<file path="config.mk">
export PLATFORM = sky130hd
export DESIGN_NAME = byte_serializer
export DESIGN_NICKNAME = d
export VERILOG_FILES = /design/src/rtl/byte_serializer.sv
export SDC_FILE = /design/constraint.sdc
export NUM_CORES = 1
export LEC_CHECK = 0
export ABC_AREA = 0
export CAP_MARGIN = 20
export CORE_MARGIN = 2
export CORE_UTILIZATION = 50
export DETAILED_ROUTE_END_ITERATION = 8
export PLACE_DENSITY_LB_ADDON = 0.08
export SLEW_MARGIN = 20
export SYNTH_ARGS = -nofsm -noshare
export SYNTH_HDL_FRONTEND = slang
export SYNTH_SLANG_ARGS = --single-unit
</file>
<file path="constraint.sdc">
create_clock -name i_clk -period 2.3 [get_ports i_clk]
set_input_delay 0.345 -clock i_clk [delete_from_list [all_inputs] [get_ports i_clk]]
set_output_delay 0.345 -clock i_clk [all_outputs]
set_load 0.005 [all_outputs]
</file>
<file path="src/rtl/byte_serializer.sv">
// byte_serializer: buffers parallel words in a small FIFO and shifts each one
// out LSB first, one bit per clock, with no gap between queued words.
//
// Ports:
//   i_clk, i_rst_n : clock, asynchronous active-low reset
//   i_valid/o_ready: input handshake; a word is taken on i_valid && o_ready
//   i_data         : parallel word (bit 0 leaves first)
//   o_a            : serial bit stream
//   o_bit_idx      : index of the bit currently on o_a
//   o_frame_start  : high while bit 0 of a word is on o_a
//   o_busy         : high while a word is being shifted out
//   o_count        : FIFO occupancy
module byte_serializer #(
  parameter int unsigned W     = 8,
  parameter int unsigned DEPTH = 4
) (
  input  logic                         i_clk,
  input  logic                         i_rst_n,
  input  logic                         i_valid,
  output logic                         o_ready,
  input  logic [W-1:0]                 i_data,
  output logic                         o_a,
  output logic [$clog2(W)-1:0]         o_bit_idx,
  output logic                         o_frame_start,
  output logic                         o_busy,
  output logic [$clog2(DEPTH+1)-1:0]   o_count
);

  localparam int unsigned IW = $clog2(W);
  localparam int unsigned CW = $clog2(DEPTH + 1);
  localparam int unsigned PW = $clog2(DEPTH);

  typedef enum logic {
    IDLE  = 1'b0,
    SHIFT = 1'b1
  } state_t;

  state_t         state;
  logic [W-1:0]   mem [DEPTH];
  logic [W-1:0]   shift_reg;
  logic [PW-1:0]  wr_ptr;
  logic [PW-1:0]  rd_ptr;

  logic           push_c;
  logic           pop_c;
  logic           last_bit_c;
  logic [IW-1:0]  bit_nxt_c;
  logic [CW-1:0]  count_nxt_c;

  // Handshake and pop decode; o_ready is a flop, so i_valid never reaches it.
  assign push_c      = i_valid & o_ready;
  assign last_bit_c  = (o_bit_idx == IW'(W - 1));
  assign pop_c       = (o_count != '0) &&
                       ((state == IDLE) || ((state == SHIFT) && last_bit_c));
  assign bit_nxt_c   = o_bit_idx + IW'(1);
  assign count_nxt_c = o_count + CW'(push_c) - CW'(pop_c);

  // FIFO storage; never visible on outputs unless a valid entry is popped.
  always_ff @(posedge i_clk) begin
    if (push_c) begin
      mem[wr_ptr] <= i_data;
    end
  end

  // Pointers, occupancy and registered ready.
  always_ff @(posedge i_clk or negedge i_rst_n) begin
    if (!i_rst_n) begin
      wr_ptr  <= '0;
      rd_ptr  <= '0;
      o_count <= '0;
      o_ready <= 1'b1;
    end else begin
      if (push_c) begin
        wr_ptr <= wr_ptr + PW'(1);
      end
      if (pop_c) begin
        rd_ptr <= rd_ptr + PW'(1);
      end
      o_count <= count_nxt_c;
      o_ready <= (count_nxt_c != CW'(DEPTH));
    end
  end

  // Shift FSM with registered serial outputs.
  always_ff @(posedge i_clk or negedge i_rst_n) begin
    if (!i_rst_n) begin
      state         <= IDLE;
      shift_reg     <= '0;
      o_a           <= 1'b0;
      o_bit_idx     <= '0;
      o_frame_start <= 1'b0;
      o_busy        <= 1'b0;
    end else begin
      if (pop_c) begin
        // Load the head word and present bit 0 straight away; this also
        // covers the back-to-back case at the last bit of the previous word.
        state         <= SHIFT;
        shift_reg     <= mem[rd_ptr];
        o_a           <= mem[rd_ptr][0];
        o_bit_idx     <= '0;
        o_frame_start <= 1'b1;
        o_busy        <= 1'b1;
      end else if ((state == SHIFT) && !last_bit_c) begin
        o_a           <= shift_reg[bit_nxt_c];
        o_bit_idx     <= bit_nxt_c;
        o_frame_start <= 1'b0;
        o_busy        <= 1'b1;
      end else begin
        state         <= IDLE;
        o_a           <= 1'b0;
        o_bit_idx     <= '0;
        o_frame_start <= 1'b0;
        o_busy        <= 1'b0;
      end
    end
  end

endmodule

</file>
==> impl_metrics.csv <==
group,metric,value,unit
outcome,outcome,"complete, no violations",
critical_path,crit_type,"reg2reg",
synth,ys_seq_area_share,70.3,%
layout,syn2layout_area_growth,18.1,%
sta,maximum_operating_frequency,458,MHz
cts,clockBufferDepth,2,
critical_path,critical_path_maximum_fanout,4,
cts,cts-buffers-inserted,5,
power,power_per_cell_area,1260,nW/um2
place,port-buffer-count,20,
drt,drt_iter0_markers,58,
synth,yosysUniqueCellTypes,25,
floorplanning,row_count,24,
drt,dr_wl_met3,163,um
critical_path,setup_slack_of_the_worst_register_to_register_path,0.11,ns
critical_path,reg2reg_to,"o_ready",
cts,htree_levels,2,
synth,synth_fp_nets,133,
floorplanning,floorplan.initialDensity,50.9,%
drt,drtAntennaViolNets,0,
floorplanning,pin_count,21,
global_routing,pin_count_of_the_biggest_net_entering_global_routing,24,
drt,wl_per_cell,17.2,um
critical_path,worst_reg2reg_path_depth,10,
cts,cts_root_buf,"clkbuf_8",
layout,layout_cells_sized_above_1,28.3,%
cts,cts.clk_slew.worst_paths,0.10,ns
sta,grt_setup_unrepaired,"false",
global_routing,grt_overflow_total,0,
power,totalPowerFinal,3.26,mW
cts,cts_tree,"built",
floorplanning,die-height,70.1,um
critical_path,path_buf_inv,0,
job,max-cap-violations,0,
place,place.gp.congestion,0.699,
synth,cell_taking_the_most_area_after_synthesis,"edfxtp_1",
power,static-leakage-power,0.972,nW
sta,final-setup-viol-count,0,
floorplanning,core-area,4290,um2
synth,synth.area.top_cells,"edfxtp_1, dfrtp_1, mux4_2",
critical_path,cp_top_family,"adder cells",
cts,clk-insertion-delay-late,0.31,ns
layout,largest_register_ff_count,32,
critical_path,critical_path.reg2reg.startpoint,"o_bit_idx[0]",
critical_path,ordered_list_of_cells_on_the_worst_path,"ha_1, ha_2, nor2b_2, nor2_2, xnor2_1, ha_2, fa_2, xnor2_2, xnor2_1, nand2_1",
sta,post_route_fraction_of_the_period_consumed_by_the_critical_path,95.0,%
layout,final_nets,163,
sta,clock_skew,0.00896,ns
worst_hold_path,worst_hold_path_type,"in2async",
drt,detail_route.wirelength.met1,1430,um
drt,finalWirelength,3380,um
sta,final_count_of_hold_timing_violations,0,
floorplanning,die_width,70.1,um
synth,synthesis.instances,114,
sta,timing_worst_slew_pin_value,0.603,ns
place,place_hpwl,2290,um
global_routing,initial_antenna_violation_count,0,
critical_path,setup.worst_path.end_class,"register",
synth,post_synth_instance_area,2190,um2
synth,ys.warnings.count,0,
critical_path,required,2.54,ns
sta,timing.max_slew.rel_slack,59.8,%
layout,num_antenna_cells,0,
sta,totalNegativeSetupSlack,0,ns
drt,firstDrtPassIters,4,
global_routing,wire_length_of_the_first_global_routing_pass,5560,um
sta,slew_violations,0,
critical_path,critPathLaunchType,"register",
sta,fin_crit,2.19,ns
critical_path,slowest_stage,"dfrtp_2",
critical_path,arrival,2.42,ns
drt,detailroute.via_count,1058,
drt,number_of_drc_violations_after_detailed_routing,0,
floorplanning,design.die.area,4920,um2
synth,synth_top_area_share,43.9,%
drt,routed-wl-met2,1730,um
power,power.ir.vdd_worst,0.563,mV
drt,dr.max_layer_used,"met4",
drt,vias_per_cell,5.37,
synth,synth_register_bits,55,
synth,synth.avg_cell_area,19.2,um2
global_routing,grt_util_all_layers,15.9,%
global_routing,grt_pass1_vias,1129,
cts,clock_sinks,55,
critical_path,critical-path-max-stage-delay,0.42,ns
-- power by group --
group | switching (mW) | total [mW] | internal [mW]
logic | 0.425 | 1.13 | 0.705
clock network | 0.310 | 0.531 | 0.221
registers | 0.234 | 1.60 | 1.37
-- cell type report --
cell class / instances / area (um2)
Sequential cell: 55 / 1540
Inverter: 3 / 11.3
Fill cell: 326 / 1710
Clock buffer: 6 / 72.6
Clock inverter: 2 / 17.5
Tap cell: 52 / 65.1
Multi-Input combinational cell: 53 / 633
Timing Repair Buffer: 26 / 245
-- cell families after synthesis --
family,count (synthesis),share of synthesized area (%)
AOI/OAI and AO/OA,1,0.401
xor gates and xnor gates,6,2.40
adders and majority gates,8,4.92
buffers and inverters,6,1.54
DFF,55,70.3
muxes,20,15.6
and+or+nand+nor,18,4.86
-- metrics by stage --
| stage | cells | setup slack, ns | hold WS [ns] | area [um2] | utilization, % |
|---|---|---|---|---|---|
| CTS | 196 | 0.0811 | 0.377 | 2560 | 59.7 |
| floorplan | 114 | 0.00475 | 0.0494 | 2200 | - |
| global placement | 188 | 0.164 | 0.494 | 2470 | 57.6 |
| global route | 197 | 0.00923 | 0.399 | 2580 | 60.2 |
| finish | 197 | 0.115 | 0.378 | 2580 | 60.2 |
| detailed placement | 188 | 0.0908 | 0.502 | 2470 | 57.6 |
-- cell usage after synthesis (all sizes together) --
cell	instances
nor3	1
mux2i	1
dfstp	1
buf	2
fa	1
nor3b	1
nor2	3
ha	7
xor2	2
nor2b	1
and2	2
mux2	9
edfxtp	32
o2bb2ai	1
and3	4
inv	3
nand2	5
mux4	10
nand2b	1
xnor2	4
clkbuf	1
dfrtp	22
-- worst max-delay path by stage --
stage                             from       to  slack [ns]  cells after the start
final                     o_bit_idx[0]  o_ready        0.11                     10
after global routing      o_bit_idx[0]  o_ready       0.009                     10
after CTS                 o_bit_idx[0]  o_ready        0.08                     10
after detailed placement  o_bit_idx[0]  o_ready        0.09                     10
after global placement    o_bit_idx[0]  o_ready        0.16                     10
after floorplan           o_bit_idx[0]  o_ready       0.005                     11
-- timing repair --
action	in CTS	in global routing
hold buffers	0	0
resized for setup	0	3
endpoints found under the setup margin	0	1
buffers inserted	0	1
-- per-layer routing --
metal / vias to the layer above / global-route usage (%)
met4: 0 / 7.05
met3: 7 / 4.62
li1: 487 / -
met1: 537 / 18.8
met5: - / 0
met2: 27 / 27.0
-- cell usage in the layout (no fill, tap or decap), types with 3 or more instances in the layout --
| master | synthesis | final |
|---|---|---|
| and3_1 | 4 | 4 |
| edfxtp_1 | 32 | 32 |
| ha_1 | 7 | 5 |
| mux2_2 | 8 | 8 |
| buf_4 | 1 | 6 |
| mux4_2 | 10 | 10 |
| clkbuf_8 | 0 | 5 |
| xnor2_1 | 4 | 3 |
| dfrtp_1 | 22 | 21 |
| inv_1 | 3 | 3 |
| nand2_1 | 5 | 5 |
| clkdlybuf4s50_1 | 0 | 20 |
Note: power is estimated with default switching activity, not from simulation.
